==> src/rtl/freq_edge_counter.sv <==
// Measures a slow clock-synchronous signal by counting its rising edges over a fixed gate window.
// Define FREQ_EDGE_SYNC_IN_EN to place a 2-flop synchronizer on sig_in for asynchronous sources.

// state   | meaning
// IDLE    | waiting for start
// ARM     | clear edge/gate counters, capture sig_in history
// MEASURE | count rising edges for GATE_CYCLES cycles
// DONE    | count/ovf valid, done pulses for one cycle
module freq_edge_counter #(
    parameter int GATE_CYCLES = 160,
    parameter int CNT_WIDTH   = 8
) (
    input  logic                 clk,
    input  logic                 reset,
    input  logic                 sig_in,
    input  logic                 start,
    output logic                 busy,
    output logic                 done,
    output logic [CNT_WIDTH-1:0] count,
    output logic                 ovf
);

    localparam int GW = $clog2(GATE_CYCLES + 1);

    localparam logic [1:0] IDLE    = 2'd0;
    localparam logic [1:0] ARM     = 2'd1;
    localparam logic [1:0] MEASURE = 2'd2;
    localparam logic [1:0] DONE    = 2'd3;

    logic [1:0]           state;
    logic [1:0]           state_nxt;
    logic [GW-1:0]        gate_cnt;
    logic [CNT_WIDTH-1:0] edge_cnt;
    logic [CNT_WIDTH-1:0] edge_nxt;
    logic                 ovf_acc;
    logic                 ovf_nxt;
    logic                 sig_prev;
    logic                 sig_s;
    logic                 rise;
    logic                 sat;
    logic                 gate_last;

`ifdef FREQ_EDGE_SYNC_IN_EN
    logic [1:0] sync_q;

    always_ff @(posedge clk) begin
        if (reset) begin
            sync_q <= 2'b00;
        end else begin
            sync_q <= {sync_q[0], sig_in};
        end
    end

    assign sig_s = sync_q[1];
`else
    assign sig_s = sig_in;
`endif

    assign rise      = ~sig_prev & sig_s;
    assign sat       = (edge_cnt == {CNT_WIDTH{1'b1}});
    assign gate_last = (gate_cnt == GW'(GATE_CYCLES - 1));

    always_comb begin
        edge_nxt = edge_cnt;
        ovf_nxt  = ovf_acc;
        if (rise) begin
            if (sat) begin
                ovf_nxt = 1'b1;
            end else begin
                edge_nxt = edge_cnt + CNT_WIDTH'(1);
            end
        end
    end

    always_comb begin
        state_nxt = state;
        case (state)
            IDLE:    if (start) state_nxt = ARM;
            ARM:     state_nxt = MEASURE;
            MEASURE: if (gate_last) state_nxt = DONE;
            DONE:    state_nxt = IDLE;
            default: state_nxt = IDLE;
        endcase
    end

    always_ff @(posedge clk) begin
        if (reset) begin
            state <= IDLE;
        end else begin
            state <= state_nxt;
        end
    end

    // Results are published on the last MEASURE edge so they are already valid while done is high.
    always_ff @(posedge clk) begin
        if (reset) begin
            gate_cnt <= '0;
            edge_cnt <= '0;
            ovf_acc  <= 1'b0;
            sig_prev <= 1'b0;
            count    <= '0;
            ovf      <= 1'b0;
        end else begin
            case (state)
                ARM: begin
                    gate_cnt <= '0;
                    edge_cnt <= '0;
                    ovf_acc  <= 1'b0;
                    sig_prev <= sig_s;
                end
                MEASURE: begin
                    gate_cnt <= gate_cnt + GW'(1);
                    edge_cnt <= edge_nxt;
                    ovf_acc  <= ovf_nxt;
                    sig_prev <= sig_s;
                    if (gate_last) begin
                        count <= edge_nxt;
                        ovf   <= ovf_nxt;
                    end
                end
                default: begin
                end
            endcase
        end
    end

    assign busy = (state == ARM) || (state == MEASURE);
    assign done = (state == DONE);

endmodule

==> config.mk <==
export PLATFORM = sky130hd
export DESIGN_NAME = freq_edge_counter
export DESIGN_NICKNAME = d
export VERILOG_FILES = /design/src/rtl/freq_edge_counter.sv
export SDC_FILE = /design/constraint.sdc
export NUM_CORES = 1
export LEC_CHECK = 0
export ABC_AREA = 1
export CORE_ASPECT_RATIO = 0.8
export CORE_MARGIN = 3
export CORE_UTILIZATION = 65
export CTS_CLUSTER_DIAMETER = 60
export CTS_CLUSTER_SIZE = 10
export DETAILED_ROUTE_END_ITERATION = 10
export DONT_BUFFER_PORTS = 1
export GPL_TIMING_DRIVEN = 1
export PLACE_DENSITY_LB_ADDON = 0.08
export SYNTH_ARGS = -nofsm -noshare
export SYNTH_HDL_FRONTEND = slang
export SYNTH_SLANG_ARGS = --single-unit
==> constraint.sdc <==
create_clock -name clk -period 2.97 [get_ports clk]
set_clock_uncertainty 0.1 [all_clocks]
set_input_delay 0 -clock clk [delete_from_list [all_inputs] [get_ports clk]]
set_output_delay 0 -clock clk [all_outputs]
set_load 0.005 [all_outputs]
==> run_results.csv <==
group,metric,value,unit
logic_synthesis,ys_async_sr_fraction,0,%
cells_and_area,layout-drive-gt1-share,12.3,%
critical_path,end_kind,"flip-flop",
floorplan,dieArea,0.00288,mm²
placed_design,hpwl,2320,µm
timing,fmax,0.546,GHz
critical_path,required,3100,ps
cells_and_area,diodes,0,
logic_synthesis,yosys.cell_types.count,29,
power_and_ir_drop,cellPowerDensity,587,mW/mm²
power_and_ir_drop,p_leak,0.680,nW
grt,grt-ovfl-total,0,
grt,antenna_found_initial,0,
floorplan,fp.dieW,59.3,µm
logic_synthesis,synthCells,204,
logic_synthesis,synth_top_area_cell,"dfxtp_1",
cts,cts.sinks,29,
timing,setup_ws,1140,ps
routing,route.antenna.remaining_nets,0,
logic_synthesis,synth_nets,213,
critical_path,crit_type,"reg -> reg",
grt,grt_pass1_vias,1273,
cts,cts_buffer_depth,2,
critical_path,worstPathMaxFanout,8,
cts,clk_latency,330,ps
logic_synthesis,synth_top_area_share,39.3,%
critical_path,cp-endpoint,"gate_cnt[7]$_SDFFE_PP0P_",
cts,cts_made_buffers,5,
timing,worst_slew_pin_slew,613,ps
floorplan,placementRows,14,
routing,drc_errors,0,
logic_synthesis,netlist_area,0.00148,mm²
grt,groute.usage.overall,24.8,%
timing,rsz0062_at_grt,"no",
floorplan,fp.coreArea,0.00201,mm²
power_and_ir_drop,vdd_drop_max,550,µV
routing,avgRoutedWirePerCell,13.4,µm
placed_design,port_buffers,0,
critical_path,r2r-end,"gate_cnt[7]$_SDFFE_PP0P_",
timing,fin_crit_sh,61.7,%
logic_synthesis,avgSynthCellArea,7.24,µm²
run_status,status,"complete, no violations",
cts,cts-root-buf,"clkbuf_4",
logic_synthesis,yosysWarnings,0,
cts,cts_tree,"done",
placed_design,gp_congestion,0.890,
critical_path,startpoint,"state[1]$_SDFFE_PP0P_",
critical_path,arrival,1960,ps
logic_synthesis,synth_seq_cells,29,
routing,wirelength,3170,µm
routing,vias_per_cell,5.63,
timing,hold_viol,0,
grt,grt_max_degree,15,
min_path,hold_start,"sig_in",
timing,setup_tns,0,ps
logic_synthesis,synth_edf_count,0,
min_path,hp-class,"in -> reg",
cells_and_area,area_growth,7.54,%
timing,timing.slew.headroom,59.0,%
timing,setup_viol,0,
floorplan,initial_core_util,73.4,%
run,drv_cap,0,
routing,drt_iter0_drc,71,
cts,cts_resized,0,
cts,htree_num_levels,2,
floorplan,die_h,48.6,µm
floorplan,pin_count,15,
cts,clk_pin_slew,90,ps
timing,fin_hold_ws,8.09,ps
critical_path,start_kind,"flip-flop",
timing,slew_viol_final,0,
critical_path,regToRegStartpoint,"state[1]$_SDFFE_PP0P_",
placed_design,dpl_worst_slack,1180,ps
critical_path,r2r_slack,1140,ps
routing,vias,1329,
critical_path,r2r_cells,9,
grt,grt_pass1_wl,5510,µm
logic_synthesis,ys_seq_area_share,39.3,%
logic_synthesis,synth.area.top_cells,"dfxtp_1 39%, nand2_1 12%, a21oi_1 7.1%",
cells_and_area,nNetsFinal,221,
logic_synthesis,synthFlopType,"dfxtp_1",
routing,drtPass1Iterations,4,
timing,layout_min_cycle_time,1830,ps
==> report_power, final <==
group | switching (mW) | internal, mW | total [mW]
Clock | 0.136 | 0.111 | 0.247
Sequential | 0.0174 | 0.412 | 0.430
Combinational | 0.191 | 0.0643 | 0.255
==> cell usage after synthesis (2+ instances only) <==
master,number
nand2_2,5
dfxtp_1,29
clkbuf_1,2
nor3_1,3
inv_1,28
or2_2,2
nor2_4,4
a21oi_1,21
nor2_2,2
nor2_1,12
o21ai_0,10
nand2_1,48
ha_1,5
nand3_1,17
o21ai_1,2
==> how the worst min path moves through the flow <==
stage / to / cells after the start
6_report: edge_cnt[2]$_SDFFE_PP0P_ / 5
5_1_grt: edge_cnt[2]$_SDFFE_PP0P_ / 5
4_1_cts: edge_cnt[2]$_SDFFE_PP0P_ / 5
3_5_place_dp: edge_cnt[2]$_SDFFE_PP0P_ / 1
3_3_place_gp: edge_cnt[2]$_SDFFE_PP0P_ / 1
2_1_floorplan: count[2]$_SDFFE_PP0P_ / 3
==> critical path, cell delays in order (launching register included) <==
cell and delay, ps:
dfxtp_1 400, inv_1 60, ha_1 450, nand2_1 130
nor2_2 150, nand2_1 90, nor2_2 100, nand2_1 80
o21ai_1 110, a21oi_1 60
==> layout by cell type, fill, tap and decap left out, drive strengths merged, types with 5 or more instances in the layout <==
| cell | count |
|---|---|
| nand3 | 18 |
| a21oi | 22 |
| inv | 28 |
| o21ai | 12 |
| dfxtp | 29 |
| ha | 5 |
| nand2 | 54 |
| nor2 | 18 |
| clkbuf | 6 |
==> per-layer routing <==
metal / share of wire [%] / GRT usage (%)
met1: 45 / 33.0
met2: 47 / 35.8
met3: 7.0 / 8.78
met4: 1.5 / 10.2
met5: 0 / 0
==> cell type report <==
cell class / count / area, µm²
tap: 24 / 30.0
clock buffer: 6 / 51.3
multi-input combinational: 143 / 772
timing repair buffer: 3 / 30.0
fill: 150 / 425
clock inverter: 1 / 7.51
sequential: 29 / 581
inverter: 30 / 118
==> logic make-up after synthesis <==
logic type / Yosys count / synth area share [%]
AO/OA/AOI/OAI: 39 / 14.7
flip-flops: 29 / 39.3
adder cells (fa/ha/maj): 5 / 4.23
AND/OR/NAND/NOR: 98 / 32.7
XOR/XNOR: 1 / 0.593
buffers and inverters: 32 / 8.47
==> flip-flops by register name, summed over array words and instances, names as in the netlist <==
register,flops
count,8
sig_prev,1
gate_cnt,8
ovf,1
edge_cnt,8
state,2
ovf_acc,1
==> per-stage QoR <==
| step | instances | instance area (µm²) | total power, mW | utilization, % |
|---|---|---|---|---|
| 2_1_floorplan | 204 | 1480 | 0.625 | - |
| 3_3_place_gp | 226 | 1500 | 0.660 | 74.5 |
| 3_5_place_dp | 226 | 1500 | 0.676 | 74.5 |
| 4_1_cts | 236 | 1590 | 0.927 | 78.9 |
| 5_1_grt | 236 | 1590 | 0.984 | 78.9 |
| 6_report | 236 | 1590 | 0.932 | 78.9 |
==> timing repair <==
item,CTS,global route
setup buffers,0,0
endpoints found under the hold margin,29,0
setup endpoints to repair,0,0
hold buffers,3,0
Note: power is estimated with default switching activity, not from simulation.
